--- src/rtl/cnu_min_serial_pkg.sv ---
// -----------------------------------------------------------------------------
// cnu_min_serial_pkg
// Shared definitions for the serial min-sum check-node unit:
//   - default message magnitude width and maximum check-node degree
//   - FSM state encoding used by cnu_min_serial
// -----------------------------------------------------------------------------
package cnu_min_serial_pkg;

    localparam int DEF_QUAN_SIZE  = 4;
    localparam int DEF_MAX_DEGREE = 10;

    typedef enum logic [1:0] {
        IDLE  = 2'd0,   // waiting for the first beat of a frame
        ACCUM = 2'd1,   // folding beats 1..D-1 into the running minima
        DONE  = 2'd2    // result presented, waiting for the consumer
    } state_t;

endpackage

--- src/rtl/cnu_min_serial_if.sv ---
// -----------------------------------------------------------------------------
// cnu_min_serial_if
// Message-in / result-out bundle of the serial check-node unit.
//   degree_cfg          degree of the next frame (sampled on its first beat)
//   in_valid/in_ready   input beat handshake, payload in_mag + in_sign
//   out_valid/out_ready result handshake, payload min1, min2, min_index,
//                       sign_prod
// master: message producer / result consumer.  slave: the CNU.
// -----------------------------------------------------------------------------
interface cnu_min_serial_if
    import cnu_min_serial_pkg::*;
#(
    parameter int QUAN_SIZE  = DEF_QUAN_SIZE,
    parameter int MAX_DEGREE = DEF_MAX_DEGREE,
    parameter int IDX_W      = $clog2(MAX_DEGREE)
);

    logic [IDX_W:0]     degree_cfg;
    logic               in_valid;
    logic               in_ready;
    logic [QUAN_SIZE-1:0] in_mag;
    logic               in_sign;
    logic               out_valid;
    logic               out_ready;
    logic [QUAN_SIZE-1:0] min1;
    logic [QUAN_SIZE-1:0] min2;
    logic [IDX_W-1:0]   min_index;
    logic               sign_prod;

    modport master (
        output degree_cfg, in_valid, in_mag, in_sign, out_ready,
        input  in_ready, out_valid, min1, min2, min_index, sign_prod
    );

    modport slave (
        input  degree_cfg, in_valid, in_mag, in_sign, out_ready,
        output in_ready, out_valid, min1, min2, min_index, sign_prod
    );

endinterface

--- src/rtl/cnu_min_serial_min2_update.sv ---
// -----------------------------------------------------------------------------
// min2_update
// Combinational compare-and-update of a (min1, min2, min_index) triple with
// one new magnitude.
//   cur_min1/cur_min2/cur_index  running state
//   new_mag/new_index            incoming magnitude and its beat position
//   nxt_min1/nxt_min2/nxt_index  updated state
// A magnitude equal to min1 only lands in min2, so the earliest index wins.
// -----------------------------------------------------------------------------
module min2_update
    import cnu_min_serial_pkg::*;
#(
    parameter int QUAN_SIZE = DEF_QUAN_SIZE,
    parameter int IDX_W     = $clog2(DEF_MAX_DEGREE)
) (
    input  logic [QUAN_SIZE-1:0] cur_min1,
    input  logic [QUAN_SIZE-1:0] cur_min2,
    input  logic [IDX_W-1:0]     cur_index,
    input  logic [QUAN_SIZE-1:0] new_mag,
    input  logic [IDX_W-1:0]     new_index,
    output logic [QUAN_SIZE-1:0] nxt_min1,
    output logic [QUAN_SIZE-1:0] nxt_min2,
    output logic [IDX_W-1:0]     nxt_index
);

    always_comb begin
        nxt_min1  = cur_min1;
        nxt_min2  = cur_min2;
        nxt_index = cur_index;
        if (new_mag < cur_min1) begin
            nxt_min2  = cur_min1;
            nxt_min1  = new_mag;
            nxt_index = new_index;
        end else if (new_mag < cur_min2) begin
            nxt_min2  = new_mag;
        end
    end

endmodule

--- src/rtl/cnu_min_serial.sv ---
// -----------------------------------------------------------------------------
// cnu_min_serial
// Serial min-sum check-node unit: accepts D message beats (one per cycle at
// most), tracks the two smallest magnitudes, the position of the smallest and
// the XOR of all signs, then presents the result until it is taken.
//   clk   single clock
//   rstn  asynchronous active-low reset
//   bus   cnu_min_serial_if.slave (input beats, degree config, result)
// All handshake and result outputs come straight from registers.
// -----------------------------------------------------------------------------
module cnu_min_serial
    import cnu_min_serial_pkg::*;
#(
    parameter int QUAN_SIZE  = DEF_QUAN_SIZE,
    parameter int MAX_DEGREE = DEF_MAX_DEGREE,
    parameter int IDX_W      = $clog2(MAX_DEGREE)
) (
    input  logic            clk,
    input  logic            rstn,
    cnu_min_serial_if.slave bus
);

    localparam logic [IDX_W:0] DEG_ONE = (IDX_W+1)'(1);
    localparam logic [IDX_W:0] DEG_MAX = (IDX_W+1)'(MAX_DEGREE);

    state_t               state_reg;
    logic [IDX_W:0]       deg_reg;
    logic [IDX_W-1:0]     count_reg;
    logic [QUAN_SIZE-1:0] min1_reg;
    logic [QUAN_SIZE-1:0] min2_reg;
    logic [IDX_W-1:0]     index_reg;
    logic                 sign_reg;
    logic                 in_ready_reg;
    logic                 out_valid_reg;

    logic [IDX_W:0]       deg_clamped;
    logic                 beat_fire;
    logic                 out_fire;
    logic                 last_beat;
    logic [QUAN_SIZE-1:0] min1_next;
    logic [QUAN_SIZE-1:0] min2_next;
    logic [IDX_W-1:0]     index_next;

    // Effective degree: 0 behaves as 1, anything above MAX_DEGREE saturates.
    always_comb begin
        deg_clamped = bus.degree_cfg;
        if (bus.degree_cfg == '0)
            deg_clamped = DEG_ONE;
        else if (bus.degree_cfg > DEG_MAX)
            deg_clamped = DEG_MAX;
    end

    assign beat_fire = bus.in_valid && in_ready_reg;
    assign out_fire  = out_valid_reg && bus.out_ready;
    // count_reg holds the index of the beat about to be accepted.
    assign last_beat = ({1'b0, count_reg} == (deg_reg - DEG_ONE));

    min2_update #(
        .QUAN_SIZE (QUAN_SIZE),
        .IDX_W     (IDX_W)
    ) u_min2_update (
        .cur_min1  (min1_reg),
        .cur_min2  (min2_reg),
        .cur_index (index_reg),
        .new_mag   (bus.in_mag),
        .new_index (count_reg),
        .nxt_min1  (min1_next),
        .nxt_min2  (min2_next),
        .nxt_index (index_next)
    );

    always_ff @(posedge clk or negedge rstn) begin
        if (!rstn) begin
            state_reg     <= IDLE;
            deg_reg       <= '0;
            count_reg     <= '0;
            min1_reg      <= '0;
            min2_reg      <= '0;
            index_reg     <= '0;
            sign_reg      <= 1'b0;
            in_ready_reg  <= 1'b0;
            out_valid_reg <= 1'b0;
        end else begin
            case (state_reg)
                IDLE: begin
                    in_ready_reg <= 1'b1;
                    if (beat_fire) begin
                        deg_reg   <= deg_clamped;
                        min1_reg  <= bus.in_mag;
                        min2_reg  <= '1;
                        index_reg <= '0;
                        sign_reg  <= bus.in_sign;
                        if (deg_clamped == DEG_ONE) begin
                            // Single-beat frame: counter stays at D-1 = 0.
                            count_reg     <= '0;
                            state_reg     <= DONE;
                            in_ready_reg  <= 1'b0;
                            out_valid_reg <= 1'b1;
                        end else begin
                            count_reg <= IDX_W'(1);
                            state_reg <= ACCUM;
                        end
                    end
                end

                ACCUM: begin
                    if (beat_fire) begin
                        min1_reg  <= min1_next;
                        min2_reg  <= min2_next;
                        index_reg <= index_next;
                        sign_reg  <= sign_reg ^ bus.in_sign;
                        if (last_beat) begin
                            count_reg     <= '0;
                            state_reg     <= DONE;
                            in_ready_reg  <= 1'b0;
                            out_valid_reg <= 1'b1;
                        end else begin
                            count_reg <= count_reg + IDX_W'(1);
                        end
                    end
                end

                DONE: begin
                    if (out_fire) begin
                        state_reg     <= IDLE;
                        out_valid_reg <= 1'b0;
                        in_ready_reg  <= 1'b1;
                    end
                end

                default: begin
                    state_reg     <= IDLE;
                    count_reg     <= '0;
                    in_ready_reg  <= 1'b1;
                    out_valid_reg <= 1'b0;
                end
            endcase
        end
    end

    assign bus.in_ready  = in_ready_reg;
    assign bus.out_valid = out_valid_reg;
    assign bus.min1      = min1_reg;
    assign bus.min2      = min2_reg;
    assign bus.min_index = index_reg;
    assign bus.sign_prod = sign_reg;

endmodule

--- src/flat_wrapper.sv ---
// flat-port wrapper written by rule: the top's interface ports become plain ports
module cnu_min_serial_flat import cnu_min_serial_pkg::*;
#(
    parameter int QUAN_SIZE  = DEF_QUAN_SIZE,
    parameter int MAX_DEGREE = DEF_MAX_DEGREE,
    parameter int IDX_W      = $clog2(MAX_DEGREE)
)
  (clk, rstn, bus_degree_cfg, bus_in_valid, bus_in_mag, bus_in_sign, bus_out_ready, bus_in_ready, bus_out_valid, bus_min1, bus_min2, bus_min_index, bus_sign_prod);
  cnu_min_serial_if #(.QUAN_SIZE(QUAN_SIZE), .MAX_DEGREE(MAX_DEGREE), .IDX_W(IDX_W)) bus_i ();
  input  logic clk;
  input  logic rstn;
  input wire logic [$bits(bus_i.degree_cfg)-1:0] bus_degree_cfg;
  input wire logic [$bits(bus_i.in_valid)-1:0] bus_in_valid;
  input wire logic [$bits(bus_i.in_mag)-1:0] bus_in_mag;
  input wire logic [$bits(bus_i.in_sign)-1:0] bus_in_sign;
  input wire logic [$bits(bus_i.out_ready)-1:0] bus_out_ready;
  output wire logic [$bits(bus_i.in_ready)-1:0] bus_in_ready;
  output wire logic [$bits(bus_i.out_valid)-1:0] bus_out_valid;
  output wire logic [$bits(bus_i.min1)-1:0] bus_min1;
  output wire logic [$bits(bus_i.min2)-1:0] bus_min2;
  output wire logic [$bits(bus_i.min_index)-1:0] bus_min_index;
  output wire logic [$bits(bus_i.sign_prod)-1:0] bus_sign_prod;
  assign bus_i.degree_cfg = bus_degree_cfg;
  assign bus_i.in_valid = bus_in_valid;
  assign bus_i.in_mag = bus_in_mag;
  assign bus_i.in_sign = bus_in_sign;
  assign bus_i.out_ready = bus_out_ready;
  assign bus_in_ready = bus_i.in_ready;
  assign bus_out_valid = bus_i.out_valid;
  assign bus_min1 = bus_i.min1;
  assign bus_min2 = bus_i.min2;
  assign bus_min_index = bus_i.min_index;
  assign bus_sign_prod = bus_i.sign_prod;
  cnu_min_serial #(.QUAN_SIZE(QUAN_SIZE), .MAX_DEGREE(MAX_DEGREE), .IDX_W(IDX_W)) u_core (.clk(clk), .rstn(rstn), .bus(bus_i));
endmodule
--- config.mk ---
export PLATFORM = sky130hd
export DESIGN_NAME = cnu_min_serial_flat
export DESIGN_NICKNAME = d
export VERILOG_FILES = /design/src/rtl/cnu_min_serial_pkg.sv /design/src/rtl/cnu_min_serial_if.sv /design/src/rtl/cnu_min_serial_min2_update.sv /design/src/rtl/cnu_min_serial.sv /design/src/flat_wrapper.sv
export SDC_FILE = /design/constraint.sdc
export NUM_CORES = 1
export LEC_CHECK = 0
export BUFFER_PORTS_ARGS = -buffer_cell sky130_fd_sc_hd__buf_2
export CAP_MARGIN = 40
export CORE_ASPECT_RATIO = 1.5
export CORE_MARGIN = 2
export CORE_UTILIZATION = 40
export CTS_BUF_LIST = sky130_fd_sc_hd__clkbuf_8
export DETAILED_ROUTE_END_ITERATION = 8
export GPL_TIMING_DRIVEN = 1
export PLACE_DENSITY = 0.62
export SKIP_CTS_REPAIR_TIMING = 1
export SYNTH_ARGS = -nofsm -noshare
export SYNTH_HDL_FRONTEND = slang
export SYNTH_SLANG_ARGS = --single-unit
--- constraint.sdc ---
create_clock -name clk -period 5.2 [get_ports clk]
set_clock_uncertainty 0.1 [all_clocks]
set_input_delay 0.26 -clock clk [delete_from_list [all_inputs] [get_ports clk]]
set_output_delay 0.26 -clock clk [all_outputs]
set_load 0.005 [all_outputs]
==> flow_metrics.env <==
export IMPL_netlist_top_cells_count="dfrtp_1, o21ai_0, inv_1"
export IMPL_final_cells=243
export IMPL_num_io_pins=29
export IMPL_synth_area_leaders="dfrtp_1, ha_1, o21ai_0, a21oi_1, inv_1"
export IMPL_clk_pin_slew_worst_paths_ps=90
export IMPL_critPathSlowestCell="mux2_2"
export IMPL_place_hpwl_mm=2.814
export IMPL_worstMarginPinSlew_ps=950.7
export IMPL_post_route_drc_count=0
export IMPL_rows=28
export IMPL_report_final_hold_viol_count=0
export IMPL_yosysUniqueCellTypes=47
export IMPL_netSwitchingPower_mw=0.4621
export IMPL_startpoint_type="flip-flop"
export IMPL_synth_top_area_share_pct=41.27
export IMPL_ys_warnings_count=0
export IMPL_min_path_cells=2
export IMPL_fin_crit_ps=2270
export IMPL_placed_cells_incl_taps=238
export IMPL_pwr_share_comb_pct=52.5
export IMPL_antenna_found_initial=0
export IMPL_drtAntennaViolNets=0
export IMPL_syn_area_mm2=0.001577
export IMPL_rsz0062_at_grt="no"
export IMPL_root_buffer="clkbuf_8"
export IMPL_holdPathEnd="u_core.state_reg[0]"
export IMPL_grtUsageTotal_pct=16.17
export IMPL_finalSetupViolCount=0
export IMPL_place_congestion=0.8272
export IMPL_rrSetupSlack_ps=2930
export IMPL_setup_ws_ps=2930
export IMPL_largest_register_ff_count=5
export IMPL_drive_above_1_share_pct=22.73
export IMPL_synth_flop_cell="dfrtp_1"
export IMPL_pwr_share_clk_pct=12.2
export IMPL_path_cells="inv_1 > ha_1 > a21oi_1 > o21ai_2 > a21oi_4 > mux2_2"
export IMPL_vias_per_cell=5.630
export IMPL_p_sw_share_pct=43.22
export IMPL_slew_violations=0
export IMPL_ys_ff_latch=26
export IMPL_wirelength_mm=3.600
export IMPL_clock_path_buffers=2
export IMPL_whs_ps=147.9
export IMPL_power_total_mw=1.069
export IMPL_clk_latency_ps=270
export IMPL_firstDrtPassIters=4
export IMPL_first_global_vias=1373
export IMPL_cts_sinks=26
export IMPL_cts_buffers=3
export IMPL_hp_start="bus_in_valid"
export IMPL_drv_cap=0
export IMPL_synth_area_per_cell_um2=9.274
export IMPL_async_reset_ff_share_pct=100.0
export IMPL_wl_per_cell_um=14.81
export IMPL_pre_cts_ws_ps=2938
export IMPL_grt_pass1_wl_mm=5.823
export IMPL_cp_end_kind="flip-flop"
export IMPL_yosysMostFrequentCell="dfrtp_1"
export IMPL_die_h_um=80.89
export IMPL_pwr_share_seq_pct=35.3
export IMPL_area_growth_pct=14.29
export IMPL_io_buffer_count=28
export IMPL_r2r_end="u_core.bus.min1[0]"
export IMPL_grt_ovfl_total=0
export IMPL_antenna_cells=0
export IMPL_p_int_mw=0.6070
export IMPL_synth_nets=192
export IMPL_crit_fanout=14
export IMPL_slew_headroom_pct=36.49
export IMPL_ys_seq_area_share_pct=41.27
export IMPL_r2r_start="u_core.bus.min1[3]"
export IMPL_yosysTopAreaCell="dfrtp_1"
export IMPL_hold_path_class="in -> reg"
export IMPL_reg2reg_depth=6
export IMPL_drtIter0Drc=46
export IMPL_die_w_um=55.26
export IMPL_cts_tree="built"
export IMPL_initial_core_util_pct=40.91
export IMPL_period_share_pct=43.66
export IMPL_synth_cells=170
export IMPL_ir_worst_vdd_mv=0.2972
export IMPL_worstSetupPathType="reg -> reg"
export IMPL_final_area_mm2=0.001802
export IMPL_cts_htree_levels=1
export IMPL_fillers=383
export IMPL_finalCoreUtilization_pct=46.75
export IMPL_critPathRequiredTime_ps=5260
export IMPL_arrival_ps=2330
export IMPL_final_setup_tns_ps=0
export IMPL_power_per_cell_area_mw_per_mm2=593.4
export IMPL_placed_area_mm2=0.001737
export IMPL_synth_edf_count=0
export IMPL_core_mm2=0.003854
export IMPL_fin_nets=221
export IMPL_cp_slowest_stage_delay_ps=380
export IMPL_grt_max_degree=27
export IMPL_p_leak_nw=0.8092
export IMPL_num_vias=1368
export IMPL_dieArea_mm2=0.004470
export IMPL_max_freq_mhz=440.5
export IMPL_status="finished clean"
==> cells by family after synthesis <==
group / after synthesis / synth area share (%)
AO/OA/AOI/OAI: 57 / 24.53
XOR/XNOR: 5 / 2.778
adder cells (fa/ha/maj): 8 / 6.349
buffers and inverters: 20 / 5.872
flip-flops: 26 / 41.27
multiplexers: 2 / 1.349
AND/OR/NAND/NOR: 52 / 17.86
==> per-layer routing <==
metal / part of all wire, % / GRT usage, %
met4: 1.6 / 6.341
met5: 0 / 0
met1: 41 / 17.30
met3: 3.8 / 1.592
met2: 54 / 32.14
==> power by group through the flow <==
| stage | Combinational (mW) | Clock [mW] | Sequential (mW) |
|---|---|---|---|
| 2_1_floorplan | 0.430 | 0 | 0.359 |
| 3_3_place_gp | 0.539 | 0 | 0.374 |
| 3_5_place_dp | 0.562 | 0 | 0.380 |
| 4_1_cts | 0.565 | 0.132 | 0.377 |
| 5_1_grt | 0.622 | 0.141 | 0.390 |
| 6_report | 0.561 | 0.131 | 0.377 |
==> cell type report <==
class                      instances  area (um^2)  area share, %
clock buffer                       4        55.05          3.056
inverter                          15        56.30          3.125
tap                               45        56.30          3.125
multi-input combinational        124        833.3          46.25
sequential                        26        650.6          36.11
timing repair buffer              29        150.1          8.333
==> worst max-delay path by stage <==
stage               slack [ps]                  to  cells after the start          startpoint
floorplan                 3240  u_core.bus.min1[0]                      6  u_core.bus.min1[3]
CTS                       2930  u_core.bus.min1[0]                      6  u_core.bus.min1[3]
detailed placement        2940  u_core.bus.min1[0]                      6  u_core.bus.min1[3]
global placement          3030  u_core.bus.min1[0]                      6  u_core.bus.min1[3]
finish                    2930  u_core.bus.min1[0]                      6  u_core.bus.min1[3]
global route              2790  u_core.bus.min1[0]                      6  u_core.bus.min1[3]
==> worst max-delay path, delay by kind of cell, from the launching register on <==
| family | cells | cell delay (ps) |
|---|---|---|
| AO/OA/AOI/OAI | 3 | 920 |
| multiplexers | 1 | 380 |
| adder cells (fa/ha/maj) | 1 | 330 |
| buffers and inverters | 1 | 70 |
| flip-flops | 1 | 360 |
==> cell usage in the layout (no fill, tap or decap), types with 2 or more instances in the layout <==
cell / n
buf_2: 28
dfrtp_1: 26
o21ai_0: 18
inv_1: 15
a21oi_1: 14
nor2_1: 13
nand2_1: 11
ha_1: 8
nand3_1: 7
xnor2_1: 5
a2bb2oi_1: 4
nor3_1: 4
clkbuf_8: 4
nand2b_1: 3
nor2b_1: 3
o211ai_1: 2
a21boi_0: 2
a211oi_1: 2
(Power assumes the default switching activity.)
